==> config.mk <==
export PLATFORM = sky130hd
export DESIGN_NAME = mem_access_stage
export DESIGN_NICKNAME = d
export VERILOG_FILES = /design/src/rtl/mem_stage_pkg.sv /design/src/rtl/mem_access_stage_load_align.sv /design/src/rtl/mem_access_stage.sv
export SDC_FILE = /design/constraint.sdc
export NUM_CORES = 1
export LEC_CHECK = 0
export BUFFER_PORTS_ARGS = -buffer_cell sky130_fd_sc_hd__buf_2
export CORE_MARGIN = 5
export CORE_UTILIZATION = 55
export DETAILED_ROUTE_END_ITERATION = 16
export PLACE_DENSITY = 0.83
export SLEW_MARGIN = 20
export SYNTH_ARGS = -nofsm -noshare
export SYNTH_HDL_FRONTEND = slang
export SYNTH_SLANG_ARGS = --single-unit
==> constraint.sdc <==
create_clock -name Clk -period 8.6 [get_ports Clk]
set_input_delay 0.86 -clock Clk [delete_from_list [all_inputs] [get_ports Clk]]
set_output_delay 0.86 -clock Clk [all_outputs]
set_load 0.02 [all_outputs]
==> src/rtl/mem_stage_pkg.sv <==
// Shared types for the MEM stage: FSM states, write-data select and the captured
// EX_MEM slot that travels with an outstanding memory access.
package mem_stage_pkg;

  localparam int BYTE_W = 8;
  localparam int WORD_W = 32;

  typedef enum logic [1:0] {IDLE, WAIT, DONE} state_t;

  typedef enum logic [1:0] {SEL_ALU, SEL_LOAD, SEL_HI, SEL_LO} wsel_t;

  typedef struct packed {
    logic              reg_write;
    logic              mem_to_reg;
    logic              hilo_to_reg;
    logic              hi_or_lo;
    logic              lb;
    logic              load_ext;
    logic [4:0]        wa;
    logic [WORD_W-1:0] alu;
    logic [WORD_W-1:0] rhi;
    logic [WORD_W-1:0] rlo;
  } slot_t;

  function automatic wsel_t write_sel(input logic mem_to_reg, input logic hilo_to_reg,
                                      input logic hi_or_lo);
    if (mem_to_reg)       return SEL_LOAD;
    else if (hilo_to_reg) return hi_or_lo ? SEL_HI : SEL_LO;
    else                  return SEL_ALU;
  endfunction

endpackage

==> src/rtl/mem_access_stage_load_align.sv <==
// Combinational load formatter: passes the word through, or selects one
// little-endian byte lane and sign/zero-extends it for byte loads.
module load_align
  import mem_stage_pkg::*;
(
  input  logic [WORD_W-1:0] word,
  input  logic [1:0]        lane,
  input  logic              byte_en,
  input  logic              sign_ext,
  output logic [WORD_W-1:0] data
);

  logic [BYTE_W-1:0] sel_byte;

  always_comb begin
    sel_byte = word[BYTE_W-1:0];
    case (lane)
      2'd1:    sel_byte = word[2*BYTE_W-1:BYTE_W];
      2'd2:    sel_byte = word[3*BYTE_W-1:2*BYTE_W];
      2'd3:    sel_byte = word[4*BYTE_W-1:3*BYTE_W];
      default: sel_byte = word[BYTE_W-1:0];
    endcase
    if (byte_en)
      data = {{(WORD_W-BYTE_W){sign_ext & sel_byte[BYTE_W-1]}}, sel_byte};
    else
      data = word;
  end

endmodule

==> src/rtl/mem_access_stage.sv <==
// MEM pipeline stage: req/ack data-memory access with stall, watchdog and writeback mux.
// Optional build macro ALIGN_CHECK_EN rejects misaligned word accesses with ErrOut.
module mem_access_stage
  import mem_stage_pkg::*;
#(
  parameter int MAX_WAIT = 255,
  parameter int CNT_W    = 16
) (
  input  logic              Clk,
  input  logic              Rst_n,
  input  logic              ValidIn,
  input  logic              RegWriteIn,
  input  logic              MemToRegIn,
  input  logic              HiLoToRegIn,
  input  logic              HiOrLoIn,
  input  logic              MemReadIn,
  input  logic              MemWriteIn,
  input  logic              MoveNotZeroIn,
  input  logic              DontMoveIn,
  input  logic              LbIn,
  input  logic              LoadExtendedIn,
  input  logic [WORD_W-1:0] ALUResultIn,
  input  logic [WORD_W-1:0] RD2In,
  input  logic [WORD_W-1:0] RHiIn,
  input  logic [WORD_W-1:0] RLoIn,
  input  logic [4:0]        WriteAddressIn,
  output logic              DmReq,
  output logic              DmWe,
  output logic [WORD_W-1:0] DmAddr,
  output logic [WORD_W-1:0] DmWData,
  input  logic              DmAck,
  input  logic [WORD_W-1:0] DmRData,
  output logic              StallOut,
  output logic              ValidOut,
  output logic              RegWriteOut,
  output logic [4:0]        WriteAddressOut,
  output logic [WORD_W-1:0] WriteDataOut,
  output logic              ErrOut
);

  state_t            state;
  logic [CNT_W-1:0]  cnt;
  slot_t             slot_in;
  slot_t             slot_p1;
  logic [WORD_W-1:0] ld_word_p2;
  logic [WORD_W-1:0] ld_data;
  logic              mem_op;
  logic              misalign;
  logic              issue;
  logic              timeout;

  function automatic logic [WORD_W-1:0] wdata(input slot_t s, input logic [WORD_W-1:0] ld);
    case (write_sel(s.mem_to_reg, s.hilo_to_reg, s.hi_or_lo))
      SEL_LOAD: return ld;
      SEL_HI:   return s.rhi;
      SEL_LO:   return s.rlo;
      default:  return s.alu;
    endcase
  endfunction

  // Stores never write the register file; a suppressed movn/movz does not either.
  always_comb begin
    slot_in             = '0;
    slot_in.reg_write   = ValidIn & RegWriteIn & ~(MoveNotZeroIn & DontMoveIn) & ~MemWriteIn;
    slot_in.mem_to_reg  = MemToRegIn;
    slot_in.hilo_to_reg = HiLoToRegIn;
    slot_in.hi_or_lo    = HiOrLoIn;
    slot_in.lb          = LbIn;
    slot_in.load_ext    = LoadExtendedIn;
    slot_in.wa          = WriteAddressIn;
    slot_in.alu         = ALUResultIn;
    slot_in.rhi         = RHiIn;
    slot_in.rlo         = RLoIn;
  end

  assign mem_op = ValidIn & (MemReadIn | MemWriteIn);

`ifdef ALIGN_CHECK_EN
  assign misalign = mem_op & ~(MemReadIn & LbIn) & (ALUResultIn[1:0] != 2'b00);
`else
  assign misalign = 1'b0;
`endif

  assign issue   = (state == IDLE) & mem_op & ~misalign;
  assign timeout = (state == WAIT) & (cnt == CNT_W'(MAX_WAIT)) & ~DmAck;

  // Stall drops in the abort cycle too, so the aborted instruction leaves EX_MEM once.
  assign StallOut = issue | ((state == WAIT) & ~timeout);

  load_align u_load_align (
    .word     (ld_word_p2),
    .lane     (slot_p1.alu[1:0]),
    .byte_en  (slot_p1.lb),
    .sign_ext (slot_p1.load_ext),
    .data     (ld_data)
  );

  // p1: capture of the accepted memory instruction; p2: returned load word
  always_ff @(negedge Clk) begin
    if (issue) slot_p1 <= slot_in;
    if ((state == WAIT) && DmAck) ld_word_p2 <= DmRData;
  end

  // Control FSM, wait counter and registered stage outputs
  always_ff @(negedge Clk) begin
    if (!Rst_n) begin
      state           <= IDLE;
      cnt             <= '0;
      DmReq           <= 1'b0;
      DmWe            <= 1'b0;
      DmAddr          <= '0;
      DmWData         <= '0;
      ValidOut        <= 1'b0;
      RegWriteOut     <= 1'b0;
      WriteAddressOut <= '0;
      WriteDataOut    <= '0;
      ErrOut          <= 1'b0;
    end else begin
      ValidOut    <= 1'b0;
      RegWriteOut <= 1'b0;
      ErrOut      <= 1'b0;
      case (state)
        IDLE: begin
          cnt <= '0;
          if (issue) begin
            state   <= WAIT;
            cnt     <= CNT_W'(1);
            DmReq   <= 1'b1;
            DmWe    <= MemWriteIn;
            DmAddr  <= {ALUResultIn[WORD_W-1:2], 2'b00};
            DmWData <= RD2In;
          end else if (ValidIn) begin
            ValidOut        <= 1'b1;
            RegWriteOut     <= slot_in.reg_write & ~misalign;
            ErrOut          <= misalign;
            WriteAddressOut <= WriteAddressIn;
            WriteDataOut    <= wdata(slot_in, ld_data);
          end
        end
        WAIT: begin
          cnt <= cnt + CNT_W'(1);
          if (DmAck) begin
            state <= DONE;
            DmReq <= 1'b0;
            DmWe  <= 1'b0;
          end else if (timeout) begin
            state           <= IDLE;
            DmReq           <= 1'b0;
            DmWe            <= 1'b0;
            ValidOut        <= 1'b1;
            ErrOut          <= 1'b1;
            WriteAddressOut <= slot_p1.wa;
          end
        end
        DONE: begin
          state           <= IDLE;
          cnt             <= '0;
          ValidOut        <= 1'b1;
          RegWriteOut     <= slot_p1.reg_write;
          WriteAddressOut <= slot_p1.wa;
          WriteDataOut    <= wdata(slot_p1, ld_data);
        end
        default: state <= IDLE;
      endcase
    end
  end

endmodule

==> flow_metrics.env, run 1 <==
export IMPL_synth_edf_count=139
export IMPL_clockBufferDepth=3
export IMPL_min_from="DmWData[23]$_SDFFE_NN0P_"
export IMPL_critical_path_endpoint_type="primary output"
export IMPL_h_tree_depth=1
export IMPL_routed_wl_um=36600
export IMPL_setup_tns_final_ps=0
export IMPL_hold_path_depth=2
export IMPL_dpl_instance_area_um2=12900
export IMPL_final_cell_mix="buf_2, inv_1, nand2_1"
export IMPL_regArea_um2=6620
export IMPL_grt_first_pass_wirelength_um=56100
export IMPL_vias=10871
export IMPL_power_density_nw_per_um2=243
export IMPL_io_buffers=283
export IMPL_fin_util=0.729
export IMPL_min_to="DmWData[23]$_SDFFE_NN0P_"
export IMPL_antenna_found_initial=13
export IMPL_grt_use_total=0.292
export IMPL_fin_area_um2=14800
export IMPL_cts_buffers=28
export IMPL_holdCritPathClass="reg2reg"
export IMPL_ctsHoldBuffers=0
export IMPL_cp_max_fo=65
export IMPL_start_util=0.559
export IMPL_yosysWarnings=0
export IMPL_path_clk_slew_ps=30
export IMPL_yosysTopAreaCell="edfxtp_1"
export IMPL_p_comb_frac=0.107
export IMPL_coreArea_um2=20300
export IMPL_status="completed"
export IMPL_cap_violations=0
export IMPL_clock_skew_ps=51.0
export IMPL_place_congestion=0.886
export IMPL_rsz0062_at_grt="no"
export IMPL_yosys_register_bits=261
export IMPL_synth_area_top_cells="edfxtp_1, dfxtp_1, mux2i_1"
export IMPL_hold_viol_final=0
export IMPL_required_ps=7740
export IMPL_num_rows=52
export IMPL_critPathLaunchType="flop"
export IMPL_syn_cell_area_um2=11300
export IMPL_critPathKind="reg2out"
export IMPL_holdWs_ps=445
export IMPL_switching_share=0.322
export IMPL_via_per_inst=5.81
export IMPL_worst_slew_pin_slew_ps=1080
export IMPL_die_x_um=154
export IMPL_seq_area_frac_synth=0.583
export IMPL_grt_pass1_vias=11492
export IMPL_layout_commonest_cell="buf_2"
export IMPL_p_int_w=0.00244
export IMPL_rr_endpoint="WriteDataOut[17]$_SDFFE_NN0P_"
export IMPL_drt_initial_drc_count=846
export IMPL_place_hpwl_um=23000
export IMPL_synth_cells=1074
export IMPL_slew_headroom=0.280
export IMPL_clockPowerShare=0.488
export IMPL_post_cts_resized=0
export IMPL_syn_area_per_cell_um2=10.6
export IMPL_cts_sinks=261
export IMPL_r2r_start="slot_p1[65]$_DFFE_NP_"
export IMPL_yosys_area_top_type_share=0.368
export IMPL_power_net_switching_w=0.00116
export IMPL_critPathArrivalTime_ps=7020
export IMPL_drc=0
export IMPL_firstDrtPassIters=12
export IMPL_synth_ff_type="edfxtp_1"
export IMPL_async_flop_share=0
export IMPL_p_seq_frac=0.405
export IMPL_multi_input_area_um2=4320
export IMPL_fin_nets=1760
export IMPL_grt_max_degree=78
export IMPL_wl_per_cell_um=19.6
export IMPL_syn2layout_area_growth_pct=30.5
export IMPL_clockRootBuffer="clkbuf_16"
export IMPL_clkLatencyLatePin_ps=630
export IMPL_die_h_um=154
export IMPL_cts_setup_buffers=0
export IMPL_cts_tree="done"
export IMPL_nFillCells=1458
export IMPL_ys_types=61
export IMPL_finalSetupViolCount=0
export IMPL_antenna_left=0
export IMPL_overflow=0
export IMPL_rrSetupSlack_ps=5740
export IMPL_die_area_um2=23600
export IMPL_reg2reg_depth=5
export IMPL_p_leak_nw=6.91
export IMPL_io_pins=286
export IMPL_drv_slew=0
export IMPL_vdd_drop_max_uv=193
export IMPL_drive_above_1_share=0.225
[power groups by stage]
stage	Combinational, W	Sequential, W	Clock [W]
floorplan	0.000195	0.00149	0.000182
detailed placement	0.000374	0.00147	0.000182
finish	0.000385	0.00145	0.00176
CTS	0.000381	0.00145	0.00177
global placement	0.000366	0.00146	0.000182
global route	0.000412	0.00146	0.00193
[Yosys cell counts, types with 15 or more instances]
master and count:
edfxtp_1 139, a21oi_1 114, nor3_1 15, a22oi_1 25, nand4_1 37, nand2_1 168
mux2i_1 80, clkbuf_1 56, dfxtp_1 122, o21ai_0 24, buf_2 18, nor2_1 89
o211ai_1 41
[per-layer routing]
| metal | up-vias | track usage | routed length (µm) |
|---|---|---|---|
| met5 | - | 0 | 103 |
| met4 | 18 | 0.151 | 1320 |
| met3 | 134 | 0.130 | 4120 |
| met2 | 688 | 0.473 | 17800 |
| met1 | 5045 | 0.327 | 13300 |
| li1 | 4986 | - | - |
[worst max-delay path, cell delays in order (launching register included)]
cell	delay, ps
dfxtp_1	380
inv_1	100
ha_1	200
buf_4	200
o211ai_1	220
buf_4	690
nand2_1	100
buf_2	200
[per-stage QoR]
stage / std cells / power (W) / worst slack, ps
after floorplan: 1075 / 0.00187 / 1350
after global placement: 1554 / 0.00201 / 1420
after detailed placement: 1555 / 0.00202 / 1290
after CTS: 1867 / 0.00361 / 728
after global routing: 1871 / 0.00380 / 625
final: 1872 / 0.00359 / 725
[flip-flops by register name (all words and copies together) (netlist names)]
name,count
cnt,16
DmAddr,30
RegWriteOut,1
WriteAddressOut,5
ValidOut,1
state,2
slot_p1,107
DmReq,1
DmWData,32
ld_word_p2,32
ErrOut,1
WriteDataOut,32
DmWe,1
[worst max path at each step]
stage	from	endpoint	slack, ps	cells past startpoint
2_1_floorplan	MemReadIn	slot_p1[0]$_DFFE_NP_	1350	3
3_3_place_gp	MemToRegIn	WriteDataOut[29]$_SDFFE_NN0P_	1420	5
3_5_place_dp	MemToRegIn	WriteDataOut[23]$_SDFFE_NN0P_	1290	5
4_1_cts	state[0]$_SDFFE_NN0P_	StallOut	730	7
5_1_grt	state[0]$_SDFFE_NN0P_	StallOut	620	7
6_report	state[0]$_SDFFE_NN0P_	StallOut	720	7
[area by class of cell]
cell class,instances,share of cell area
timing repair buffer,299,0.105
multi-input combinational,716,0.292
inverter,8,0.00237
clock buffer,29,0.0490
clock inverter,284,0.0813
tap,270,0.0228
antenna,5,0.000845
sequential,261,0.447
[cell families (layout without fill, tap and decap cells)]
| group | count (synthesis) | count (layout) | share of synthesized area |
|---|---|---|---|
| compound gates | 273 | 273 | 0.159 |
| xor+xnor | 9 | 9 | 0.00695 |
| fa+ha+maj | 6 | 6 | 0.00662 |
| buf+inv | 98 | 620 | 0.0372 |
| flops | 261 | 261 | 0.583 |
| mux | 80 | 80 | 0.0706 |
| other cells | 1 | 7 | 0.000331 |
| simple gates | 346 | 346 | 0.136 |
Power figures use the tool's default switching activity.
==> run 2: changes to the inputs <==
Settings changed: BUFFER_PORTS_ARGS -buffer_cell sky130_fd_sc_hd__buf_2 to -buffer_cell sky130_fd_sc_hd__clkbuf_2.
==> run 2 against run 1 <==
  * Clock skew down 16 ps
  * Clock power barely moved
  * Critical path depth decreased by 1
  * Power is 0.24% higher
==> flow_metrics.env, run 2 (synthesized netlist as in run 1, its figures left out) <==
export IMPL_status="completed"
export IMPL_path_delay_family="buffers and inverters"
export IMPL_cap_violations=0
export IMPL_multi_input_area_um2=4320
export IMPL_cp_max_fo=65
export IMPL_routed_wl_um=36000
export IMPL_largest_reg_flops=107
export IMPL_layout_commonest_cell="clkbuf_2"
export IMPL_die_area_um2=23600
export IMPL_antenna_left=0
export IMPL_cts_tree="done"
export IMPL_nFillCells=1413
export IMPL_grt_use_total=0.289
export IMPL_num_rows=52
export IMPL_regArea_um2=6620
export IMPL_drc=0
export IMPL_crit_chain="inv_1, ha_1, o211ai_1, buf_4, nand2_1, clkbuf_2"
export IMPL_place_hpwl_um=23000
export IMPL_via_per_inst=5.72
export IMPL_critPathKind="reg2out"
export IMPL_die_x_um=154
export IMPL_firstDrtPassIters=6
export IMPL_antenna_found_initial=5
export IMPL_stdcell_count=1868
export IMPL_critPathArrivalTime_ps=6770
export IMPL_cpPeakStageDelay_ps=650
export IMPL_placed_cells=1553
export IMPL_grt_max_degree=77
export IMPL_overflow=0
export IMPL_wl_per_cell_um=19.3
export IMPL_path_clk_slew_ps=40
export IMPL_cts_setup_buffers=0
export IMPL_regMostFlops="slot_p1"
export IMPL_ctsHoldBuffers=0
export IMPL_grt_first_pass_wirelength_um=55400
export IMPL_power_density_nw_per_um2=243
export IMPL_vias=10692
export IMPL_vdd_drop_max_uv=192
export IMPL_die_h_um=154
export IMPL_hold_viol_final=0
export IMPL_clock_skew_ps=35.2
export IMPL_h_tree_depth=1
export IMPL_critPathLaunchType="flop"
export IMPL_io_buffers=283
export IMPL_drt_initial_drc_count=946
export IMPL_p_leak_nw=6.87
export IMPL_final_cell_mix="clkbuf_2, inv_1, nand2_1"
export IMPL_critical_path_endpoint_type="primary output"
export IMPL_coreArea_um2=20300
export IMPL_setup_tns_final_ps=0
export IMPL_required_ps=7740
export IMPL_start_util=0.559
export IMPL_post_cts_resized=0
export IMPL_drive_above_1_share=0.222
export IMPL_clkLatencyLatePin_ps=610
export IMPL_grt_pass1_vias=11175
export IMPL_cp_num_buf_inv=3
export IMPL_cts_sinks=261
export IMPL_cts_buffers=28
export IMPL_fin_nets=1759
export IMPL_clockRootBuffer="clkbuf_16"
export IMPL_place_congestion=0.873
export IMPL_syn2layout_area_growth_pct=30.5
export IMPL_worst_slew_pin_slew_ps=1180
export IMPL_finalSetupViolCount=0
export IMPL_holdCritPathClass="reg2reg"
export IMPL_slew_headroom=0.208
export IMPL_io_pins=286
export IMPL_rsz0062_at_grt="no"
export IMPL_clockBufferDepth=3
export IMPL_crit_slowest_cell="buf_4"
export IMPL_drv_slew=0
[run 2: cell count changes in the layout (fill, tap and decap cells not counted), sizes merged]
cell      delta
bufinv       +1
inv          -1
clkbuf     +284
clkinvlp     -1
buf        -285
diode        -2
[run 2: path summary, 6_finish.rpt]
path | end | depth (start not counted) | slack [ps] | startpoint
worst max-delay path | StallOut | 6 | 970 | state[0]$_SDFFE_NN0P_
worst min-delay path | DmWData[6]$_SDFFE_NN0P_ | 2 | 450 | DmWData[6]$_SDFFE_NN0P_
worst max register to register | WriteDataOut[22]$_SDFFE_NN0P_ | 5 | 5600 | slot_p1[65]$_DFFE_NP_
worst min register to register | DmWData[6]$_SDFFE_NN0P_ | 2 | 450 | DmWData[6]$_SDFFE_NN0P_
[run 2: power by group]
group          switching, W  leakage (nW)  internal, W
Combinational      0.000250          2.71     0.000130
Sequential        0.0000454          2.30      0.00141
Clock              0.000845          1.87     0.000922
Total               0.00114          6.87      0.00246
[run 2: metal layers]
layer | vias up | global-route usage | wire length (µm)
met5 | - | 0 | 25
met4 | 4 | 0.141 | 1050
met3 | 79 | 0.126 | 4280
met2 | 640 | 0.470 | 17500
met1 | 4982 | 0.327 | 13100
li1 | 4987 | - | -
[run 2: cell type report]
class / instances / share of cell area
antenna: 3 / 0.000507
clock buffer: 29 / 0.0490
clock inverter: 283 / 0.0821
inverter: 8 / 0.00237
multi-input combinational: 716 / 0.292
sequential: 261 / 0.447
tap: 270 / 0.0228
timing repair buffer: 298 / 0.104
[run 2: worst min-delay path, delay by kind of cell (launching register included)]
kind	cells	cell delay [ps]
flip-flops	1	300
AO/OA/AOI/OAI	1	50
AND/OR/NAND/NOR	1	50
[run 2: per-stage QoR]
| step | power [W] | setup WS (ps) | cell area (µm²) | util | hold WS (ps) |
|---|---|---|---|---|---|
| after floorplan | 0.00187 | 1350 | 11300 | - | 446 |
| after global placement | 0.00201 | 1320 | 12800 | 0.633 | 440 |
| after detailed placement | 0.00202 | 1230 | 12800 | 0.633 | 445 |
| after CTS | 0.00363 | 907 | 14800 | 0.728 | 450 |
| after global routing | 0.00382 | 822 | 14800 | 0.729 | 468 |
| final | 0.00360 | 969 | 14800 | 0.729 | 448 |
